<file path="src/rtl/serial_pattern_detector.sv">
// Serial bit-stream pattern detector with a fill-tracking control FSM, a one-cycle
// match pulse and a saturating match counter. Overlapping matches are selectable.
module serial_pattern_detector #(
    parameter int               PAT_W   = 4,
    parameter logic [PAT_W-1:0] PATTERN = 4'b1011,
    parameter bit               OVERLAP = 1'b1,
    parameter int               CNT_W   = 8
) (
    input  logic             clk,
    input  logic             rst,
    input  logic             bit_in,
    input  logic             bit_vld,
    input  logic             clr,
    output logic             match,
    output logic [CNT_W-1:0] match_cnt,
    output logic             armed
);

    localparam int                FILL_W    = $clog2(PAT_W + 1);
    localparam logic [FILL_W-1:0] FILL_FULL = FILL_W'(PAT_W);
    localparam logic [FILL_W-1:0] FILL_ONE  = FILL_W'(1);
    localparam logic [CNT_W-1:0]  CNT_MAX   = {CNT_W{1'b1}};
    localparam logic [CNT_W-1:0]  CNT_ONE   = CNT_W'(1);

    typedef enum logic [1:0] {
        IDLE  = 2'd0,
        FILL  = 2'd1,
        ARMED = 2'd2
    } state_t;

    state_t             state_r;
    state_t             state_nxt_s;
    logic [PAT_W-1:0]   hist_r;
    logic [PAT_W-1:0]   hist_nxt_s;
    logic [PAT_W-1:0]   hist_shift_s;
    logic [FILL_W-1:0]  fill_r;
    logic [FILL_W-1:0]  fill_nxt_s;
    logic [FILL_W-1:0]  fill_inc_s;
    logic [CNT_W-1:0]   cnt_r;
    logic [CNT_W-1:0]   cnt_nxt_s;
    logic               match_r;
    logic               match_nxt_s;
    logic               armed_r;
    logic               armed_nxt_s;
    logic               sample_s;
    logic               match_evt_s;
    logic               flush_s;

    // Sampling qualifiers, candidate history/fill and match event detection
    always_comb begin
        sample_s     = bit_vld & ~clr;
        hist_shift_s = {hist_r[PAT_W-2:0], bit_in};
        if (fill_r == FILL_FULL) begin
            fill_inc_s = FILL_FULL;
        end else begin
            fill_inc_s = fill_r + FILL_ONE;
        end
        match_evt_s = sample_s && (fill_inc_s == FILL_FULL) && (hist_shift_s == PATTERN);
        flush_s     = match_evt_s && (OVERLAP == 1'b0);
    end

    // Next history and fill count; a non-overlapping match flushes both
    always_comb begin
        hist_nxt_s = hist_r;
        fill_nxt_s = fill_r;
        if (clr) begin
            hist_nxt_s = {PAT_W{1'b0}};
            fill_nxt_s = {FILL_W{1'b0}};
        end else if (sample_s) begin
            if (flush_s) begin
                hist_nxt_s = {PAT_W{1'b0}};
                fill_nxt_s = {FILL_W{1'b0}};
            end else begin
                hist_nxt_s = hist_shift_s;
                fill_nxt_s = fill_inc_s;
            end
        end else begin
            hist_nxt_s = hist_r;
            fill_nxt_s = fill_r;
        end
    end

    // Control FSM next-state logic
    always_comb begin
        state_nxt_s = state_r;
        if (clr) begin
            state_nxt_s = IDLE;
        end else if (!sample_s) begin
            state_nxt_s = state_r;
        end else begin
            case (state_r)
                IDLE:    state_nxt_s = FILL;
                FILL: begin
                    if (fill_inc_s != FILL_FULL) begin
                        state_nxt_s = FILL;
                    end else if (flush_s) begin
                        state_nxt_s = IDLE;
                    end else begin
                        state_nxt_s = ARMED;
                    end
                end
                ARMED: begin
                    if (flush_s) begin
                        state_nxt_s = IDLE;
                    end else begin
                        state_nxt_s = ARMED;
                    end
                end
                default: state_nxt_s = IDLE;
            endcase
        end
    end

    // Output logic: match pulse, saturating counter, armed flag
    always_comb begin
        match_nxt_s = match_evt_s;
        armed_nxt_s = (state_nxt_s == ARMED);
        cnt_nxt_s   = cnt_r;
        if (clr) begin
            cnt_nxt_s = {CNT_W{1'b0}};
        end else if (match_evt_s && (cnt_r != CNT_MAX)) begin
            cnt_nxt_s = cnt_r + CNT_ONE;
        end else begin
            cnt_nxt_s = cnt_r;
        end
    end

    // State and output registers
    always_ff @(posedge clk or negedge rst) begin
        if (!rst) begin
            state_r <= IDLE;
            hist_r  <= {PAT_W{1'b0}};
            fill_r  <= {FILL_W{1'b0}};
            cnt_r   <= {CNT_W{1'b0}};
            match_r <= 1'b0;
            armed_r <= 1'b0;
        end else begin
            state_r <= state_nxt_s;
            hist_r  <= hist_nxt_s;
            fill_r  <= fill_nxt_s;
            cnt_r   <= cnt_nxt_s;
            match_r <= match_nxt_s;
            armed_r <= armed_nxt_s;
        end
    end

    assign match     = match_r;
    assign match_cnt = cnt_r;
    assign armed     = armed_r;

endmodule

</file>
<file path="config.mk">
export PLATFORM = sky130hd
export DESIGN_NAME = serial_pattern_detector
export DESIGN_NICKNAME = d
export VERILOG_FILES = /design/src/rtl/serial_pattern_detector.sv
export SDC_FILE = /design/constraint.sdc
export NUM_CORES = 1
export LEC_CHECK = 0
export BUFFER_PORTS_ARGS = -buffer_cell sky130_fd_sc_hd__buf_2
export CAP_MARGIN = 20
export CORE_MARGIN = 2
export CORE_UTILIZATION = 50
export CTS_CLUSTER_DIAMETER = 100
export DETAILED_ROUTE_END_ITERATION = 10
export MAX_ROUTING_LAYER = met4
export PLACE_DENSITY = 0.73
export SYNTH_ARGS = -nofsm -noshare
export SYNTH_HDL_FRONTEND = slang
export SYNTH_SLANG_ARGS = --single-unit
</file>
<file path="constraint.sdc">
create_clock -name clk -period 2.1 [get_ports clk]
set_input_delay 0.105 -clock clk [delete_from_list [all_inputs] [get_ports clk]]
set_output_delay 0.105 -clock clk [all_outputs]
set_load 0.005 [all_outputs]
</file>
==> metrics.txt, run 1 <==
run status complete, no violations; Area Overhead vs Synth 12.3%; Syn Inst Count 90; element type at the critical path start flip-flop; post-synthesis mux area share 5.24%; crit path max-delay cell type dfrtp_1; fraction of layout cells with a size suffix above 1 24.8%; Synth Area in Simple Gates 23.6%; CTS Buffer Depth 2; most frequent cells in the layout dfrtp_1 (18), nor2_1 (15), buf_2 (14); vias in the first global route 570; CP Max Fanout 8; Routed Antenna Nets 0; Fmax achieved 541 MHz; CP Data Required Time 2270 ps; Fillers 176; largest family of logic cells by synthesized area simple AND/OR/NAND/NOR gates; crit path cell chain inv_1 > ha_1 > and3b_1 > o211ai_4 > nor4b_2 > xnor2_1 > nor2_1; setup TNS 0 ps; post-CTS setup buffers 0; Synthesized Nets 98; via count 669; Final Max Slew Viols 0; final worst setup slack 251 ps; Layout Utilization 60.9%; Detailed Routing Iterations Pass 1 4; Synthesis Warnings 0; Seq/Total Area, Yosys 47.1%; PwrDens 575 nW/um^2; clk_skew 1.55 ps; Post-Route WL 1600 um; Worst slew margin 73.6%; count of cell types in the netlist 28; Starting Density 54.2%; CP bufs+invs 1; Post-Synth XOR/XNOR Area 6.41%; Synth Flop Type dfrtp_1; Max Cap Violations 0; number of vias per cell 5.15; Chip Width 47.7 um; compound-cell area share of the yosys netlist 9.03%; DR iter-0 viols 15; final critical-path required period 1850 ps; Mean Syn Cell Area 10.6 sq um; Mapped Area 956 sq um; post-cts resize count 0; Final nets 114; gp weighted congestion 0.778; I/O Buffers 14; # rows 15; Peak VDD IR 0.344 mV; #FFs+latches synth 18; area of the multi-input gates 460 sq um; H-tree Lvls 1; GRT overflow 0; DRC 0; Hold Slack 77.8 ps; Die Span Y 47.7 um; Post-DP HPWL 1180 um; asr flop ratio synth 100%; Avg WL per Cell 12.3 um; antenna fix cells 0; IO Pins 15; CP arrival 2020 ps; Final Hold Viols 0; endpoint type of the worst setup path flip-flop; largest net degree at the start of global routing 19; worst stage delay on the critical path 430 ps; core area 1760 sq um; RSZ-0062 raised after global routing false; Synth Area in Adders 3.93%; Hold Crit Class in -> reg; cell family contributing the most delay on the critical path simple AND/OR/NAND/NOR gates; initial antenna violation count 0; WS Path Type reg -> reg; Slew @ Worst Pin 396 ps; CTS tree done; worst-skew pair later-pin latency 290 ps; die area 2280 sq um; DP Worst Slack 250 ps; Leak 0.485 nW; Worst Hold Launch bit_in; dpl cell area 1030 sq um; commonest non-fill, non-tap cell in the layout dfrtp_1; first-pass GRT wire length 2500 um; Clock Sinks 18; crit share post-route 88.0%; Sequential cell area 450 sq um; fin area 1070 sq um; # setup viols final 0; Worst R2R Start fill_r[0]; Worst setup startpoint fill_r[0]; Post-synth EDFFs 0; cts bufs inserted 3; Reg clk slew, reported paths 100 ps; gr usage total 16.7%; CTS root buf clkbuf_4
registers in the layout (all words and copies together), names as in the netlist:
name       flops
armed          1
fill_r         3
hist_r         3
match          1
match_cnt      8
state_r        2
Yosys cell counts (2+ instances only):
library cell	number	area, sq um
inv_1	4	15.0
dfrtp_1	18	450
a21oi_1	7	35.0
and3b_1	2	17.5
nand2b_1	2	12.5
xnor2_1	7	61.3
nand3_1	3	15.0
ha_1	3	37.5
nor4_2	2	25.0
nand2_1	4	15.0
clkbuf_1	2	7.51
mux2i_1	5	50.1
nor2_1	15	56.3
buf_6	2	22.5
path summary, 6_finish.rpt:
path	end	slack [ps]	depth (start not counted)
min in group asynchronous	fill_r[2]	260	2
max	match_cnt[4]	250	7
min	hist_r[0]	80	3
min reg2reg	hist_r[2]	550	2
max reg2reg	match_cnt[4]	250	7
max in group asynchronous	hist_r[2]	1560	2
through the flow:
stage	std cells	power (mW)
floorplan	90	0.401
global placement	125	0.413
detailed placement	125	0.414
CTS	130	0.625
global route	130	0.653
finish	130	0.617
area by class of cell:
cell class	instances	area share, %
Tap cell	25	2.91
Sequential cell	18	42.0
Multi-Input combinational cell	64	42.9
Inverter	4	1.40
Timing Repair Buffer	15	7.46
Clock buffer	4	3.38
where the power goes:
group          switching, mW  total (mW)  internal [mW]
Combinational         0.0301      0.0489         0.0188
Sequential           0.00640       0.360          0.353
Clock                  0.103       0.209          0.106
Total                  0.140       0.617          0.478
worst register-to-register path, delay by kind of cell (launching register included):
kind / cells / cell delay, ps
AO/OA/AOI/OAI: 1 / 140
AND/OR/NAND/NOR: 3 / 620
flip-flops: 1 / 430
XOR/XNOR: 1 / 160
adder cells (fa/ha/maj): 1 / 330
buffers and inverters: 1 / 60
layer usage:
metal | share of wire [%] | wire (um) | up-vias | track usage, %
met2 | 47 | 751 | 15 | 23.2
met5 | 0 | 0 | - | -
li1 | - | - | 340 | -
met3 | 2.6 | 41 | 2 | 2.26
met4 | 0.75 | 12 | 0 | 8.11
met1 | 50 | 798 | 312 | 23.7
repair_timing:
item	4_1_cts	5_1_grt
endpoints found under the setup margin	0	0
hold buffers	1	0
hold endpoints to repair	18	0
logic make-up (layout without fill, tap and decap cells):
kind of cell             count (synthesis)  in the layout
AO/OA/AOI/OAI                           12             12
XOR/XNOR                                 7              7
adder cells (fa/ha/maj)                  3              3
buffers and inverters                    8             23
flip-flops                              18             18
multiplexers                             5              5
AND/OR/NAND/NOR                         37             37
Power figures use the tool's default switching activity.
==> inputs of run 2 (changes only) <==
--- a/config.mk
+++ b/config.mk
@@ -5,6 +5,7 @@
 export SDC_FILE = /design/constraint.sdc
 export NUM_CORES = 1
 export LEC_CHECK = 0
+export ABC_AREA = 1
 export BUFFER_PORTS_ARGS = -buffer_cell sky130_fd_sc_hd__buf_2
 export CAP_MARGIN = 20
 export CORE_MARGIN = 2
@@ -12,7 +13,7 @@
 export CTS_CLUSTER_DIAMETER = 100
 export DETAILED_ROUTE_END_ITERATION = 10
 export MAX_ROUTING_LAYER = met4
-export PLACE_DENSITY = 0.73
+export PLACE_DENSITY = 0.72
 export SYNTH_ARGS = -nofsm -noshare
 export SYNTH_HDL_FRONTEND = slang
 export SYNTH_SLANG_ARGS = --single-unit
==> metrics.txt, run 2 <==
run status complete, no violations; Post-DP HPWL 1390 um; H-tree Lvls 1; Final Hold Viols 0; # rows 16; largest net degree at the start of global routing 19; fraction of layout cells with a size suffix above 1 20.6%; fin area 1140 sq um; crit share post-route 77.1%; vias in the first global route 761; Net Sw Power 152 uW; Chip Width 48.6 um; grt met3 use 2.78%; Seq pwr share 57.0%; antenna fix cells 0; Inst Count DP 158; Post-Route WL 1870 um; final critical-path required period 1620 ps; post-route insts no fill 163; CP Data Required Time 2340 ps; RSZ-0062 raised after global routing false; worst-skew pair later-pin latency 290 ps; endpoint type of the worst setup path flip-flop; via count 815; gp weighted congestion 0.784; dominant cell type by area after synthesis dfrtp_1; main area contributors after synthesis dfrtp_1 (45%), nand2_1 (11%), nand3_1 (8.1%), inv_1 (6.4%), nor2_4 (4.5%); CP dominant cell by count nand2_1; element type at the critical path start flip-flop; commonest non-fill, non-tap cell in the layout nand2_1; GRT overflow 0; GRT met1 Usage 20.0%; CTS tree done; PwrDens 552 nW/um^2; Reg clk slew, reported paths 100 ps; WS Path Type reg -> reg; sw frac 24.2%; Final nets 145; # setup viols final 0; Mean Syn Cell Area 8.42 sq um; Logic pwr share 8.9%; crit path max-delay cell type dfrtp_1; core area 1920 sq um; clk_skew 1.70 ps; most frequent cells in the layout nand2_1 (29), dfrtp_1 (18), inv_1 (17); grt peak-use layer met2; first-pass GRT wire length 3190 um; Worst slew margin 71.3%; DR iter-0 viols 16; setup TNS 0 ps; clock power share 34.1%; Synthesized Nets 126; Synth top area share 45.3%; CP Max Fanout 8; crit path cell chain inv_1 > ha_1 > nand2_1 > a21oi_4 > nand3_2 > nor2_4 > nand3_1 > nand2_1; Syn Inst Count 118; CTS Buffer Depth 2; initial antenna violation count 0; #FFs+latches synth 18; Clock Sinks 18; IO Pins 15; I/O Buffers 14; Avg WL per Cell 11.5 um; Peak VDD IR 0.360 mV; Hold Crit Class in -> reg; CP arrival 1860 ps; Detailed Routing Iterations Pass 1 4; Max Cap Violations 0; Final Max Slew Viols 0; cts bufs inserted 3; Routed Antenna Nets 0; max reg flops 8; Mapped Area 993 sq um; die area 2360 sq um; count of cell types in the netlist 21; Slew @ Worst Pin 429 ps; DRC 0; Leak 0.614 nW; Post-synth top cells nand2_1 (29), dfrtp_1 (18), inv_1 (17); Starting Density 51.7%; worst stage delay on the critical path 400 ps; Synth Flop Type dfrtp_1; number of vias per cell 5.00; Synthesis Warnings 0; gr usage total 17.8%; CTS root buf clkbuf_4; leading cell type by number of instances after synthesis nand2_1; Fmax achieved 618 MHz; Internal Power 477 uW; Area Overhead vs Synth 14.6%; dpl cell area 1090 sq um; Seq/Total Area, Yosys 45.3%; GR met2 Demand/Resource 32.4%; Die Span Y 48.6 um; asr flop ratio synth 100%; Post-synth EDFFs 0; Tot Pwr 628 uW
[run 2: metal layers]
layer / vias to the layer above / wire length (um)
met5: - / 0
met4: 0 / 21
met3: 4 / 51
met2: 13 / 982
met1: 382 / 815
li1: 416 / -
[run 2: worst max-delay path, delay by kind of cell (launching register included)]
kind / cells / cell delay [ps]
flip-flops: 1 / 400
AND/OR/NAND/NOR: 5 / 660
adder cells (fa/ha/maj): 1 / 170
AO/OA/AOI/OAI: 1 / 190
buffers and inverters: 1 / 150
[run 2: metrics by stage]
| step | setup WS (ps) | hold WS, ps | utilization (%) |
|---|---|---|---|
| 2_1_floorplan | 709 | -191 | - |
| 3_3_place_gp | 582 | 55.7 | 56.8 |
| 3_5_place_dp | 541 | 55.8 | 56.8 |
| 4_1_cts | 501 | 67.8 | 59.2 |
| 5_1_grt | 333 | 88.2 | 59.2 |
| 6_report | 481 | 67.4 | 59.2 |
[run 2: area by class of cell]
class                   count  area (sq um)
clock buffers               4          36.3
fillers                   177           783
inverters                  18          67.6
multi-input cells          81           470
flip-flops and latches     18           450
well taps                  27          33.8
repair buffers             15          80.1
[run 2: power by group through the flow]
| stage | sequential (mW) | clock [mW] | combinational (mW) |
|---|---|---|---|
| global route | 0.360 | 0.229 | 0.0632 |
| CTS | 0.358 | 0.219 | 0.0561 |
| finish | 0.358 | 0.214 | 0.0558 |
| detailed placement | 0.365 | 0 | 0.0543 |
| global placement | 0.365 | 0 | 0.0528 |
| floorplan | 0.364 | 0 | 0.0365 |
[run 2: logic make-up after synthesis]
family	synth area share, %
compound gates	5.79
xor+xnor	2.65
fa+ha+maj	3.78
buf+inv	7.30
flops	45.3
simple gates	35.1
[run 2: what timing repair did]
action | CTS | global route
setup buffers | 0 | 0
gates resized for setup | 0 | 0
hold buffers | 1 | 0
endpoints found under the hold margin | 18 | 0
[run 2: final timing paths]
check,start,cells after the start,end,slack (ps)
setup / recovery,fill_r[0],8,match_cnt[2],480
hold / removal,bit_in,3,hist_r[0],70
setup reg to reg,fill_r[0],8,match_cnt[2],480
hold reg to reg,hist_r[2],2,hist_r[2],530
max in group asynchronous,rst,2,match_cnt[6],1550
min in group asynchronous,rst,2,match_cnt[2],270
==> inputs of run 3 (changes only) <==
--- a/config.mk
+++ b/config.mk
@@ -5,15 +5,15 @@
 export SDC_FILE = /design/constraint.sdc
 export NUM_CORES = 1
 export LEC_CHECK = 0
-export ABC_AREA = 1
+export ABC_AREA = 0
 export BUFFER_PORTS_ARGS = -buffer_cell sky130_fd_sc_hd__buf_2
 export CAP_MARGIN = 20
 export CORE_MARGIN = 2
-export CORE_UTILIZATION = 50
+export CORE_UTILIZATION = 49
 export CTS_CLUSTER_DIAMETER = 100
 export DETAILED_ROUTE_END_ITERATION = 10
 export MAX_ROUTING_LAYER = met4
-export PLACE_DENSITY = 0.72
+export PLACE_DENSITY = 0.74
 export SYNTH_ARGS = -nofsm -noshare
 export SYNTH_HDL_FRONTEND = slang
 export SYNTH_SLANG_ARGS = --single-unit
==> constraint.sdc (replaced) <==
create_clock -name clk -period 1.48 [get_ports clk]
set_input_delay 0.074 -clock clk [delete_from_list [all_inputs] [get_ports clk]]
set_output_delay 0.074 -clock clk [all_outputs]
set_load 0.005 [all_outputs]
==> metrics.txt, run 3 (synthesis results as in run 1) <==
run status finished with violations; failing checks setup timing; CTS tree done; Hold Crit Class in -> reg; cts bufs inserted 3; Fillers 134; Peak VDD IR 0.647 mV; Fmax achieved 579 MHz; clk_skew 7.24 ps; WS Path Type reg -> reg; vias in the first global route 732; Reg clk slew, reported paths 110 ps; crit path max-delay cell type dfrtp_1; via count 775; I/O Buffers 14; crit share post-route 117%; PwrDens 711 nW/um^2; Sequential cell area 450 sq um; gr usage total 20.3%; initial antenna violation count 0; most frequent cells in the layout buf_4 (19), dfrtp_1 (18), nor2_1 (14), buf_2 (14); Post-DP HPWL 1340 um; Final Hold Viols 0; CP Max Fanout 7; commonest non-fill, non-tap cell in the layout buf_4; DR iter-0 viols 7; final critical-path required period 1730 ps; die area 2320 sq um; Final Max Slew Viols 0; fraction of layout cells with a size suffix above 1 46.4%; Worst slew margin 72.9%; Avg WL per Cell 14.0 um; Hold Slack 41.8 ps; fin area 1320 sq um; endpoint type of the worst setup path flip-flop; CTS root buf clkbuf_4; Inst Count DP 141; Starting Density 53.6%; post-route insts no fill 150; worst stage delay on the critical path 420 ps; CP arrival 1920 ps; Leak 0.637 nW; final worst setup slack -248 ps; Post-Route WL 2100 um; Detailed Routing Iterations Pass 1 4; DRC 0; max reg flops 8; antenna fix cells 0; Routed Antenna Nets 0; CTS Buffer Depth 2; reg2reg setup slack -250 ps; gp weighted congestion 0.787; Clock Sinks 18; IO Pins 15; # rows 15; setup TNS -1520 ps; largest net degree at the start of global routing 19; RSZ-0062 raised after global routing true; Slew @ Worst Pin 407 ps; # setup viols final 8; number of vias per cell 5.17; Max Cap Violations 0; Final nets 134; dpl cell area 1160 sq um; crit path cell chain inv_2 > ha_4 > and3b_2 > o211ai_4 > nor4_4 > xnor2_1 > nor2_1; element type at the critical path start flip-flop; Area Overhead vs Synth 38.5%; Die Span Y 48.2 um; worst-skew pair later-pin latency 300 ps; H-tree Lvls 1; first-pass GRT wire length 3140 um; area of the multi-input gates 568 sq um; Chip Width 48.2 um; CP Data Required Time 1670 ps; GRT overflow 0; core area 1780 sq um
run 3: changes by cell type in the layout (fill, tap and decap cells not counted), moves of 4 or more:
cell | previous run | this run
nor2_1 | 6 | 14
nand3_1 | 16 | 3
mux2i_1 | 0 | 5
buf_4 | 0 | 19
o21ai_0 | 5 | 0
xnor2_1 | 2 | 7
a21oi_1 | 2 | 7
inv_1 | 17 | 2
nand2_1 | 29 | 4
nand3b_1 | 4 | 0
run 3: worst paths after layout:
kind | startpoint | to | cells past startpoint
max | fill_r[1] | match_cnt[5] | 7
min | bit_in | hist_r[0] | 3
max reg2reg | fill_r[1] | match_cnt[5] | 7
min reg2reg | hist_r[2] | hist_r[2] | 2
max in group asynchronous | rst | match_cnt[1] | 2
min in group asynchronous | rst | fill_r[2] | 2
run 3: what timing repair did:
action / 4_1_cts / 5_1_grt
buffers inserted: 0 / 3
cloned: 0 / 1
pin swaps: 6 / 8
endpoints found under the hold margin: 18 / 0
setup endpoints to repair: 12 / 11
hold buffers: 1 / 0
gates resized for setup: 10 / 7
run 3: worst max-delay path, delay by kind of cell, from the launching register on:
kind | cells | cell delay, ps
simple gates | 3 | 630
flops | 1 | 420
fa+ha+maj | 1 | 200
xor+xnor | 1 | 150
compound gates | 1 | 130
buf+inv | 1 | 80
run 3: area by class of cell:
class / count / share of cell area, %
inverter: 4 / 1.13
timing repair buffer: 34 / 16.8
sequential: 18 / 34.0
tap: 25 / 2.36
clock buffer: 4 / 2.74
multi-input combinational: 65 / 42.9
run 3: where the power goes:
| part | leakage, nW | switching [mW] | total, mW | internal [mW] |
|---|---|---|---|---|
| clock | 0.0210 | 0.161 | 0.311 | 0.150 |
| combinational | 0.368 | 0.0652 | 0.120 | 0.0553 |
| sequential | 0.248 | 0.00861 | 0.510 | 0.501 |
| total | 0.637 | 0.234 | 0.941 | 0.706 |
run 3: stage by stage:
step	setup WS, ps	power, mW	util [%]
global route	-322	0.979	74.2
detailed placement	-265	0.613	65.3
finish	-248	0.941	74.2
floorplan	-200	0.575	-
global placement	-227	0.608	65.3
CTS	-215	0.938	70.6
run 3: layer usage:
| metal | vias up | share of wire (%) | GRT usage, % |
|---|---|---|---|
| met5 | - | 0 | - |
| met4 | 0 | 2.4 | 7.03 |
| met3 | 10 | 2.7 | 2.59 |
| met2 | 19 | 51 | 34.2 |
| met1 | 363 | 44 | 24.7 |
| li1 | 383 | - | - |
